==> src/rtl/score_disp_pkg.sv <==
// Shared constants, digit-index type and helpers for the score display scanner.
package score_disp_pkg;

   localparam int unsigned NUM_DIGITS = 4;
   localparam int unsigned SEG_W      = 7;
   localparam int unsigned NIB_W      = 4;
   localparam int unsigned SCORE_W    = NUM_DIGITS * NIB_W;

   // Active-low segment patterns, bit order {g,f,e,d,c,b,a}.
   localparam logic [SEG_W-1:0] SEG_OFF  = 7'b1111111;
   localparam logic [SEG_W-1:0] SEG_DASH = 7'b0111111;
   localparam logic [SEG_W-1:0] SEG_0    = 7'b1000000;
   localparam logic [SEG_W-1:0] SEG_1    = 7'b1111001;
   localparam logic [SEG_W-1:0] SEG_2    = 7'b0100100;
   localparam logic [SEG_W-1:0] SEG_3    = 7'b0110000;
   localparam logic [SEG_W-1:0] SEG_4    = 7'b0011001;
   localparam logic [SEG_W-1:0] SEG_5    = 7'b0010010;
   localparam logic [SEG_W-1:0] SEG_6    = 7'b0000010;
   localparam logic [SEG_W-1:0] SEG_7    = 7'b1111000;
   localparam logic [SEG_W-1:0] SEG_8    = 7'b0000000;
   localparam logic [SEG_W-1:0] SEG_9    = 7'b0010000;

   // Digit index doubles as the scan state; order is ones -> thousands.
   typedef enum logic [1:0] {
      SLOT_ONES      = 2'd0,
      SLOT_TENS      = 2'd1,
      SLOT_HUNDREDS  = 2'd2,
      SLOT_THOUSANDS = 2'd3
   } digit_idx_t;

   function automatic logic [NUM_DIGITS-1:0] anode_low(input digit_idx_t idx);
      return ~(NUM_DIGITS'(1) << idx);
   endfunction

   function automatic logic [NIB_W-1:0] nibble_of(input logic [SCORE_W-1:0] v,
                                                  input digit_idx_t idx);
      logic [NIB_W-1:0] n;
      case (idx)
         SLOT_ONES:      n = v[3:0];
         SLOT_TENS:      n = v[7:4];
         SLOT_HUNDREDS:  n = v[11:8];
         default:        n = v[15:12];
      endcase
      return n;
   endfunction

endpackage

==> src/rtl/bcd_to_seg7.sv <==
// Combinational BCD nibble to active-low seven-segment decoder; A-F show a dash.
module bcd_to_seg7
   import score_disp_pkg::*;
(
   input  logic [NIB_W-1:0] nibble,
   output logic [SEG_W-1:0] seg_c
);

   always_comb begin
      seg_c = SEG_DASH;
      case (nibble)
         4'd0:    seg_c = SEG_0;
         4'd1:    seg_c = SEG_1;
         4'd2:    seg_c = SEG_2;
         4'd3:    seg_c = SEG_3;
         4'd4:    seg_c = SEG_4;
         4'd5:    seg_c = SEG_5;
         4'd6:    seg_c = SEG_6;
         4'd7:    seg_c = SEG_7;
         4'd8:    seg_c = SEG_8;
         4'd9:    seg_c = SEG_9;
         default: seg_c = SEG_DASH;
      endcase
   end

endmodule

==> src/rtl/score_display_scanner.sv <==
// Time-multiplexed 4-digit common-anode display driver with per-frame score snapshot.
// Optional leading-zero blanking is compiled in when SCORE_DISP_LZB_EN is defined.
module score_display_scanner
   import score_disp_pkg::*;
#(
   parameter int unsigned REFRESH_DIV = 100000
)
(
   input  logic               clk,
   input  logic               rst,
   input  logic [SCORE_W-1:0] score,
   output logic [NUM_DIGITS-1:0] an,
   output logic [SEG_W-1:0]   seg,
   output logic               dp,
   output logic               frame_start
);

   localparam int unsigned CNT_W = (REFRESH_DIV > 2) ? $clog2(REFRESH_DIV) : 1;
   localparam logic [CNT_W-1:0] CNT_MAX = CNT_W'(REFRESH_DIV - 1);

   logic [CNT_W-1:0]      cnt;
   digit_idx_t            idx;
   logic [SCORE_W-1:0]    snap;

   logic                  tick_c;
   logic                  wrap_c;
   digit_idx_t            idx_nx_c;
   logic [SCORE_W-1:0]    snap_nx_c;
   logic [NIB_W-1:0]      nib_c;
   logic [SEG_W-1:0]      dec_c;
   logic [NUM_DIGITS-1:0] blank_c;
   logic [NUM_DIGITS-1:0] an_nx_c;
   logic [SEG_W-1:0]      seg_nx_c;

   // Outputs are computed from the post-edge index and snapshot so they move with idx.
   always_comb begin
      tick_c    = (cnt == CNT_MAX);
      wrap_c    = tick_c && (idx == SLOT_THOUSANDS);
      idx_nx_c  = tick_c ? digit_idx_t'(idx + 2'd1) : idx;
      snap_nx_c = wrap_c ? score : snap;
      nib_c     = nibble_of(snap_nx_c, idx_nx_c);
   end

   bcd_to_seg7 u_dec (
      .nibble (nib_c),
      .seg_c  (dec_c)
   );

`ifdef SCORE_DISP_LZB_EN
   // A digit blanks only when it and every higher digit are zero; ones never blanks.
   always_comb begin
      blank_c    = '0;
      blank_c[3] = (snap_nx_c[15:12] == 4'd0);
      blank_c[2] = blank_c[3] && (snap_nx_c[11:8] == 4'd0);
      blank_c[1] = blank_c[2] && (snap_nx_c[7:4] == 4'd0);
      blank_c[0] = 1'b0;
   end
`else
   assign blank_c = '0;
`endif

   always_comb begin
      an_nx_c  = anode_low(idx_nx_c);
      seg_nx_c = dec_c;
      if (blank_c[idx_nx_c]) begin
         an_nx_c  = '1;
         seg_nx_c = SEG_OFF;
      end
   end

   always_ff @(posedge clk) begin
      if (rst) begin
         cnt         <= '0;
         idx         <= SLOT_THOUSANDS;
         snap        <= '0;
         an          <= '1;
         seg         <= SEG_OFF;
         frame_start <= 1'b0;
      end else begin
         cnt         <= tick_c ? '0 : cnt + CNT_W'(1);
         idx         <= idx_nx_c;
         snap        <= snap_nx_c;
         frame_start <= wrap_c;
         if (tick_c) begin
            an  <= an_nx_c;
            seg <= seg_nx_c;
         end
      end
   end

   assign dp = 1'b1;

endmodule

==> config.mk <==
export PLATFORM = sky130hd
export DESIGN_NAME = score_display_scanner
export DESIGN_NICKNAME = d
export VERILOG_FILES = /design/src/rtl/score_disp_pkg.sv /design/src/rtl/bcd_to_seg7.sv /design/src/rtl/score_display_scanner.sv
export SDC_FILE = /design/constraint.sdc
export NUM_CORES = 1
export LEC_CHECK = 0
export ABC_AREA = 1
export BUFFER_PORTS_ARGS = -buffer_cell sky130_fd_sc_hd__buf_2
export CELL_PAD_IN_SITES_DETAIL_PLACEMENT = 0
export CELL_PAD_IN_SITES_GLOBAL_PLACEMENT = 1
export CORE_MARGIN = 3
export CORE_UTILIZATION = 42
export DETAILED_ROUTE_END_ITERATION = 12
export PLACE_DENSITY = 0.84
export SYNTH_ARGS = -nofsm -noshare
export SYNTH_HDL_FRONTEND = slang
export SYNTH_SLANG_ARGS = --single-unit
==> constraint.sdc <==
create_clock -name clk -period 2.6 [get_ports clk]
set_input_delay 0.39 -clock clk [delete_from_list [all_inputs] [get_ports clk]]
set_output_delay 0.39 -clock clk [all_outputs]
set_load 0.005 [all_outputs]
==> results of run 1 <==
-- stage by stage --
stage                     utilization  area [µm²]  setup TNS (ps)  setup WS, ps
after detailed placement       0.4806        2879               0         108.9
after floorplan                     -        2628               0         303.0
after global placement         0.4806        2879               0         160.2
after CTS                      0.4962        2973               0         90.59
after global routing           0.5090        3049          -6.557        -6.557
final                          0.5090        3049               0         231.5
-- layout by cell type (no fill, tap or decap), types with 2 or more instances in the layout --
cell	n
inv_1	47
nand3_4	3
o22ai_1	3
xor2_1	3
clkbuf_8	5
dfxtp_1	47
nand3_1	19
nor3b_1	4
nor3_1	2
nand3b_1	2
nor2_2	3
ha_1	7
nand2_2	10
nand3_2	5
o21ai_2	4
o31ai_1	2
or2_0	2
nand4_1	9
nor2_1	34
buf_4	8
nor2_4	12
nand4_4	3
buf_2	29
o21ai_0	4
nand2_1	71
clkinv_4	2
nand2_4	7
inv_2	7
o21ai_1	2
a21oi_1	17
-- worst register-to-register path: cells and delay by family (launching register included) --
kind | cells | cell delay [ps]
adder cells (fa/ha/maj) | 2 | 350
buffers and inverters | 4 | 420
flip-flops | 1 | 390
AND/OR/NAND/NOR | 11 | 1100
-- cell families (layout without fill, tap and decap cells) --
| logic type | Yosys count | count (layout) |
|---|---|---|
| AO/OA/AOI/OAI | 38 | 38 |
| XOR/XNOR | 4 | 4 |
| adder cells (fa/ha/maj) | 8 | 8 |
| buffers and inverters | 61 | 100 |
| flip-flops | 47 | 47 |
| other | 1 | 1 |
| AND/OR/NAND/NOR | 189 | 189 |
-- flip-flops by register name, summed over array words and instances (netlist names) --
signal,cells
frame_start,1
seg,7
cnt,17
snap,16
idx,2
an,4
-- report_power, final --
part	total, µW	leakage [µW]	switching, µW	internal [µW]
Sequential	728	0.000380	4.44	723
Combinational	39.6	0.000857	22.5	17.1
Clock	460	0.0000443	267	193
-- how the worst max path moves through the flow --
stage	startpoint	endpoint	slack (ps)	cells after the start
after global routing	cnt[0]	seg[5]	-7	15
final	cnt[0]	seg[0]	230	17
after floorplan	cnt[0]	seg[5]	300	15
after detailed placement	cnt[0]	seg[5]	110	15
after CTS	cnt[0]	seg[5]	90	15
after global placement	cnt[0]	seg[1]	160	15
-- cell type report --
| type | instances | area [µm²] |
|---|---|---|
| fill | 611 | 2942 |
| multi-input combinational | 240 | 1493 |
| sequential | 47 | 940.9 |
| timing repair buffer | 38 | 225.2 |
| inverter | 54 | 202.7 |
| tap | 75 | 93.84 |
| clock buffer | 5 | 68.82 |
| clock inverter | 3 | 25.02 |
-- cell usage after synthesis, drive strengths merged --
cell type	count	share of area
a211oi	1	0.0029
a21boi	1	0.0029
a21oi	18	0.036
a31o	1	0.0033
a31oi	1	0.0024
and2b	1	0.0038
buf	2	0.0071
clkbuf	5	0.0071
conb	1	0.0014
dfxtp	47	0.36
ha	8	0.038
inv	54	0.077
nand2	88	0.15
nand3	27	0.072
nand3b	2	0.0057
nand4	12	0.042
nor2	50	0.11
nor3	2	0.0038
nor3b	4	0.011
nor4	1	0.0024
o21a	1	0.0029
o21ai	10	0.025
o22ai	3	0.0071
o31ai	2	0.0057
or2	2	0.0048
xnor2	1	0.0033
xor2	3	0.010
-- per-layer routing --
layer | wire [µm] | global-route usage | share of wire
met4 | 66 | 0.04892 | 0.012
met3 | 200 | 0.03398 | 0.036
met1 | 2910 | 0.2333 | 0.52
met2 | 2451 | 0.2691 | 0.44
met5 | 0 | 0 | 0
-- timing repair --
action	in CTS	in global routing
setup buffers	0	4
gates resized for setup	0	8
hold buffers	0	0
setup endpoints to repair	0	7
endpoints found under the hold margin	0	0
==> flow_metrics.tcl, run 1 <==
set metrics [dict create \
    cpMaxStageDelayCell "dfxtp_1" \
    synth_cell_types 41 \
    syn-cell-area_um2 2628 \
    drt-pass1-iter-count 4 \
    r2r_slack_ps 230 \
    avgViaCountPerCell 4.840 \
    dp_hpwl_um 4133 \
    grt_pass1_wl_um 10070 \
    dr_total_vias 2236 \
    cts_buffer_depth 2 \
    track_usage 0.1696 \
    drt_iter0_drc 87 \
    drive_above_1_share 0.2713 \
    hold_class "in2reg" \
    dp_cells 450 \
    synthMuxAreaShare 0 \
    critPathMaxStageDelay_ps 390 \
    avgSynthCellArea_um2 7.550 \
    rows 28 \
    nNetsFinal 412 \
    die_y_um 85.10 \
    overflow 0 \
    synth_fa_ha_area_frac 0.03810 \
    period_share 0.9110 \
    finalSetupViolations 0 \
    design.core.area_um2 5991 \
    tritoncts "done" \
    total_power_uw 1227 \
    r2r_start "cnt[0]" \
    crit_family "simple AND/OR/NAND/NOR gates" \
    pwr_density_cell_nw_per_um2 402.3 \
    dieArea_um2 7241 \
    io_buffers 29 \
    place_congestion 0.8590 \
    synthCells 348 \
    drcViolationCount 0 \
    die_w_um 85.10 \
    syn_nets 374 \
    leakagePower_uw 0.001281 \
    ys_warn_count 0 \
    worstSetupPathType "reg2reg" \
    crit_chain "ha_4 > nand3_4 > nor2_4 > buf_4 > nand4_1 > nand2_4 > nand2_2 > inv_2 > nand2_1 > nand3_2 > nor2_4 > buf_4 > ha_1 > inv_1 > nand2_1 > nand3_1 > nand3_2" \
    clock_sinks 47 \
    critPathLaunchType "flip-flop" \
    clock_skew_ps 15.14 \
    synth_compound_gate_area_share 0.08762 \
    crit_required_ps 2820 \
    finalNonFillerCells 462 \
    maxSlewViolCount 0 \
    cts_max_level 2 \
    cp-end-kind "flip-flop" \
    diodes 0 \
    min_period_ps 2368 \
    antenna_left 0 \
    status "complete, no violations" \
    wl_um 5628 \
    fmaxAchievable_mhz 422.2 \
    critPathArrivalTime_ps 2580 \
    worst-path-max-fanout 5 \
    crit_buf_inv 4 \
    cts-buffers-inserted 5 \
    yosysSeqAreaShare 0.3581 \
    r2r_cells 17 \
    synth_top_family_by_area "simple AND/OR/NAND/NOR gates" \
    peakVddDrop_mv 0.1965 \
    drv_cap 0 \
    whs_ps 332.2 \
    initial_utilization 0.4386 \
    hold_start "score[14]" \
    min_to "snap[14]" \
    ios 31 \
    antenna_found_initial 0 \
    hold_violations 0 \
    clk_root_buffer_cell "clkbuf_8" \
    r2r-end "seg[0]" \
    wire_per_inst_um 12.18 \
    synth_xor_area_frac 0.01333 \
    grt_max_degree 26 \
    insertion_delay_ps 310 \
    synth_seq_cells 47 \
    first_global_vias 2179 \
    synth-simple-area-share 0.4100 \
    clk_pin_slew_ps 100 \
    min_path_cells 3 \
    area_growth_syn_to_layout_pct 16.05 \
]
Power figures use the tool's default switching activity.
==> run 2: changes to the inputs <==
CORE_UTILIZATION = 41   (was 42)
SYNTH_HIERARCHICAL = 1   (was not set)
==> flow_metrics.tcl, run 2 <==
set metrics [dict create \
    synth_cell_types 33 \
    fill_cells 579 \
    r2r_slack_ps 200 \
    tns_ps 0 \
    crit_buf_inv 2 \
    clk_pin_slew_ps 90 \
    dp_hpwl_um 3990 \
    period_share 0.9223 \
    worst-path-max-fanout 8 \
    wire_per_inst_um 11.65 \
    cts_hold_buffers 0 \
    place_congestion 0.8198 \
    hold_violations 0 \
    route.met2.wl_um 2527 \
    dieArea_um2 7041 \
    cts_buffer_depth 2 \
    fmaxAchievable_mhz 417.0 \
    hold_class "in2reg" \
    dr_total_vias 2194 \
    initial_utilization 0.4385 \
    rows 27 \
    track_usage 0.1583 \
    diodes 0 \
    syn_nets 377 \
    cp-end-kind "flip-flop" \
    antenna_left 0 \
    pre_cts_slack_ps 8.828 \
    antenna_found_initial 0 \
    drv_cap 0 \
    synth_area_leaders "dfxtp_1 (38%), nand2_1 (14%), inv_1 (6.8%), nor2_1 (6.8%), ha_1 (3.5%)" \
    maxSlewViolCount 0 \
    syn-cell-area_um2 2489 \
    ios 31 \
    yosys_most_used_dff "dfxtp_1" \
    avgSynthCellArea_um2 7.070 \
    min_period_ps 2398 \
    reg.largest.list "cnt: 17 flops, snap: 16 flops, seg: 7 flops" \
    drcViolationCount 0 \
    cts_max_level 2 \
    critPathLaunchType "flip-flop" \
    drt_iter0_drc 104 \
    design.core.area_um2 5675 \
    clock_skew_ps 9.396 \
    critPathMaxStageDelay_ps 360 \
    crit_required_ps 2790 \
    wl_um 5416 \
    worstSetupPathType "reg2reg" \
    die_y_um 83.91 \
    m1WireLength_um 2674 \
    synthArstFlopShare 0 \
    peakVddDrop_mv 0.2128 \
    first_global_vias 2035 \
    clock_sinks 47 \
    yosysSeqAreaShare 0.3781 \
    regMostFlops "cnt" \
    dr_wl_met3_um 185 \
    final_common_cell "nand2_1" \
    status "complete, no violations" \
    insertion_delay_ps 300 \
    leakagePower_uw 0.001335 \
    crit_chain "ha_4 > nand2_2 > nor2_4 > nand3_4 > nor2_8 > buf_12 > nand4_1 > nand2_2 > nor2_1 > nor2_1 > nand3_2 > inv_2 > ha_1 > nand2_1 > nand2_1 > o22a_1" \
    pwr_density_cell_nw_per_um2 439.8 \
    cts-buffers-inserted 5 \
    crit_family "simple AND/OR/NAND/NOR gates" \
    synth_top_area_cell "dfxtp_1" \
    ys_warn_count 6 \
    largest_register_ffs 17 \
    drt-pass1-iter-count 4 \
    maxUsedRoutingLayer "met4" \
    overflow 0 \
    clk_root_buffer_cell "clkbuf_8" \
    setup_ws_ps 202.0 \
    die_w_um 83.91 \
    critPathArrivalTime_ps 2590 \
    grt_pass1_wl_um 9177 \
    nNetsFinal 417 \
    synthTopCellsByCount "nand2_1 (93), dfxtp_1 (47), inv_1 (45), nor2_1 (45), a21oi_1 (17)" \
    tritoncts "done" \
    synth-edff-count 0 \
    io_buffers 29 \
    drive_above_1_share 0.2570 \
    cpMaxStageDelayCell "dfxtp_2" \
    final_cell_mix "nand2_1 (90), nor2_1 (44), inv_1 (43), dfxtp_1 (43), buf_2 (29)" \
    finalSetupViolations 0 \
    area_growth_syn_to_layout_pct 20.56 \
    avgViaCountPerCell 4.718 \
    synthMostInstantiatedCell "nand2_1" \
    synthCells 352 \
    yosys.area.top_type_share 0.3781 \
    synth_seq_cells 47 \
    grt_max_degree 29 \
]
## run 2: cell types whose count changed after synthesis, moves of 3 or more
cell / before / now
nor2_1: 34 / 45
nand4_1: 9 / 14
o22a_1: 0 / 7
nor2_4: 9 / 3
o21ai_0: 4 / 1
o21ai_2: 4 / 1
nand2_2: 9 / 6
nand2_1: 72 / 93
nand3_1: 19 / 16
## run 2: logic make-up (layout without fill, tap and decap cells)
logic type,count (synthesis),count (layout),synth area share
other,1,1,0.001507
adder cells (fa/ha/maj),7,7,0.03519
AO/OA/AOI/OAI,30,30,0.07441
flip-flops,47,47,0.3781
XOR/XNOR,4,4,0.01408
AND/OR/NAND/NOR,205,205,0.4042
buffers and inverters,58,99,0.09250
## run 2: metal layers
layer	track usage	vias to the layer above
li1	-	1190
met1	0.2127	971
met2	0.2545	31
met3	0.03850	2
met4	0.03947	0
met5	0	-
## run 2: cell type report
type | count | area [µm²] | share of cell area
Clock inverter | 2 | 35.03 | 0.01168
Inverter | 51 | 191.4 | 0.06380
Clock buffer | 6 | 82.58 | 0.02752
Tap cell | 72 | 90.09 | 0.03002
Timing Repair Buffer | 40 | 240.2 | 0.08007
Multi-Input combinational cell | 247 | 1410 | 0.4700
Sequential cell | 47 | 950.9 | 0.3169
## run 2: path summary, 6_finish.rpt
check                              start  endpoint  depth (start not counted)
worst min-delay path            score[1]   snap[1]                          3
worst max-delay path              cnt[1]    seg[1]                         16
worst min register to register    cnt[0]    cnt[0]                          1
worst max register to register    cnt[1]    seg[1]                         16
## run 2: worst register-to-register path, cell delays in order (launching register included)
cell and delay, ps:
dfxtp_2 360, ha_4 150, nand2_2 70, nor2_4 170, nand3_4 110, nor2_8 140
buf_12 130, nand4_1 90, nand2_2 100, nor2_1 50, nor2_1 140, nand3_2 130
inv_2 120, ha_1 240, nand2_1 80, nand2_1 60, o22a_1 160
## run 2: report_power, final
part	switching (µW)	total [µW]	leakage, µW	internal, µW
combinational	22.2	38.3	0.000892	16.0
clock	244	555	0.0000612	311
sequential	4.51	727	0.000382	722
total	270	1320	0.00134	1050
## run 2: per-stage QoR
| step | std cells | cell area, µm² | hold slack, ps | power, µW | utilization |
|---|---|---|---|---|---|
| after floorplan | 352 | 2489 | 417.5 | 762.9 | - |
| after global placement | 451 | 2723 | 431.9 | 778.6 | 0.4797 |
| after detailed placement | 451 | 2723 | 445.2 | 778.4 | 0.4797 |
| after CTS | 460 | 2860 | 341.7 | 1338 | 0.5040 |
| after global routing | 465 | 3000 | 355.0 | 1381 | 0.5287 |
| final | 465 | 3000 | 354.6 | 1320 | 0.5287 |
## run 2: timing repair
item	CTS	global route
cloned	0	0
setup buffers	1	5
setup endpoints to repair	1	7
gates resized for setup	0	26
endpoints found under the hold margin	0	0
pin swaps	1	12
==> run 3: changes to the inputs <==
REMOVE_ABC_BUFFERS = 1   (was not set)
==> flow_metrics.tcl, run 3 (same netlist as run 2, synthesis figures left out) <==
set metrics [dict create \
    status "complete, no violations" \
    place_congestion 0.7970 \
    critPathMaxStageDelay_ps 370 \
    area_growth_syn_to_layout_pct 18.80 \
    ios 31 \
    cts-buffers-inserted 5 \
    fill_cells 589 \
    initial_utilization 0.4385 \
    nNetsFinal 418 \
    maxSlewViolCount 0 \
    min_period_ps 2377 \
    drcViolationCount 0 \
    cts_hold_buffers 0 \
    wire_per_inst_um 11.67 \
    dieArea_um2 7041 \
    critPathArrivalTime_ps 2560 \
    fmaxAchievable_mhz 420.7 \
    p_comb_frac 0.031 \
    clock_skew_ps 5.514 \
    p_int_uw 917.7 \
    overflow 0 \
    antenna_found_initial 0 \
    hold_violations 0 \
    diodes 0 \
    largest_register_ffs 17 \
    track_usage 0.1586 \
    leakagePower_uw 0.001316 \
    clk_root_buffer_cell "clkbuf_8" \
    r2r_slack_ps 220 \
    cts_buffer_depth 2 \
    hold_class "in2reg" \
    final_common_cell "nand2_1" \
    p_sw_uw 248.4 \
    first_global_vias 2072 \
    die_w_um 83.91 \
    whs_ps 368.7 \
    grt_pass1_wl_um 9370 \
    antenna_left 0 \
    regMostFlops "cnt" \
    clk_pin_slew_ps 80 \
    wl_um 5415 \
    design.core.area_um2 5675 \
    reg.largest.list "cnt: 17 flops, snap: 16 flops, seg: 7 flops" \
    r2r_start "cnt[0]" \
    hold_start "score[1]" \
    rsz0062_at_grt "true" \
    swShare 0.2130 \
    die_y_um 83.91 \
    peakVddDrop_mv 0.2905 \
    pwr-share-clk 0.345 \
    cts_max_level 2 \
    drt_iter0_drc 99 \
    finalSetupViolations 0 \
    crit_chain "ha_4 > nand2_2 > nor2_4 > nand3_4 > nor2_8 > buf_12 > nand4_1 > nand2_2 > nor2_1 > nor2_1 > nand3_2 > buf_4 > ha_1 > nand3_1 > nand2_1 > o22a_1" \
    critPathLaunchType "flip-flop" \
    cp-end-kind "flip-flop" \
    final_util 0.5209 \
    tritoncts "done" \
    worst-path-max-fanout 8 \
    seqPwrFrac 0.624 \
    worstSetupPathType "reg2reg" \
    io_buffers 29 \
    avgViaCountPerCell 4.793 \
    worstSetupStartpoint "cnt[0]" \
    drt-pass1-iter-count 4 \
    drv_cap 0 \
    crit_required_ps 2780 \
    dp_hpwl_um 3990 \
    rows 27 \
    period_share 0.9143 \
    cpMaxStageDelayCell "dfxtp_4" \
    insertion_delay_ps 290 \
    final_cell_mix "nand2_1 (90), dfxtp_1 (44), inv_1 (43)" \
    clock_sinks 47 \
    grt_max_degree 29 \
    pwr_density_cell_nw_per_um2 394.4 \
    dr_total_vias 2224 \
    drive_above_1_share 0.2500 \
]
-- run 3: cell count changes in the layout (fill, tap and decap cells not counted), sizes merged --
cell and change:
nor2 +1, clkinv -1, bufinv -1
-- run 3: layer usage --
layer | routed length [µm] | vias up | track usage
met4 | 53 | 0 | 0.03070
li1 | - | 1189 | -
met3 | 163 | 4 | 0.03554
met1 | 2628 | 1000 | 0.2150
met2 | 2569 | 31 | 0.2596
met5 | 0 | - | 0
-- run 3: power by group through the flow --
stage / logic [µW] / registers [µW] / clock network [µW]
after floorplan: 14.2 / 742 / 0
final: 36.4 / 727 / 403
after detailed placement: 35.2 / 743 / 0
after global placement: 35.6 / 742 / 0
after CTS: 35.7 / 726 / 418
after global routing: 41.7 / 728 / 451
-- run 3: timing repair --
action | in CTS | in global routing
buffers inserted | 0 | 4
setup endpoints to repair | 0 | 7
resized for setup | 0 | 22
-- run 3: final cells by class --
type	instances	area, µm²	area share
Timing Repair Buffer	40	252.7	0.08548
Sequential cell	47	947.2	0.3204
Multi-Input combinational cell	248	1403	0.4744
Inverter	51	191.4	0.06475
Clock buffer	6	72.57	0.02455
Tap cell	72	90.09	0.03047
-- run 3: worst paths after layout --
kind         depth (start not counted)      end
max                                 16   seg[2]
min                                  3  snap[1]
max reg2reg                         16   seg[2]
min reg2reg                          1   cnt[0]
-- run 3: stage by stage --
step	setup WS (ps)	area, µm²	cells	power, µW	TNS, ps
floorplan	110.4	2450	345	756.3	0
global placement	113.7	2763	453	778.0	0
detailed placement	76.19	2763	453	777.8	0
CTS	59.09	2835	459	1180	0
global route	-10.89	2957	464	1221	-27.20
finish	222.7	2957	464	1166	0
-- run 3: critical path, delay by kind of cell (launching register included) --
| family | cells | cell delay, ps |
|---|---|---|
| buffers and inverters | 2 | 290 |
| AND/OR/NAND/NOR | 11 | 1110 |
| adder cells (fa/ha/maj) | 2 | 330 |
| flip-flops | 1 | 370 |
| AO/OA/AOI/OAI | 1 | 170 |
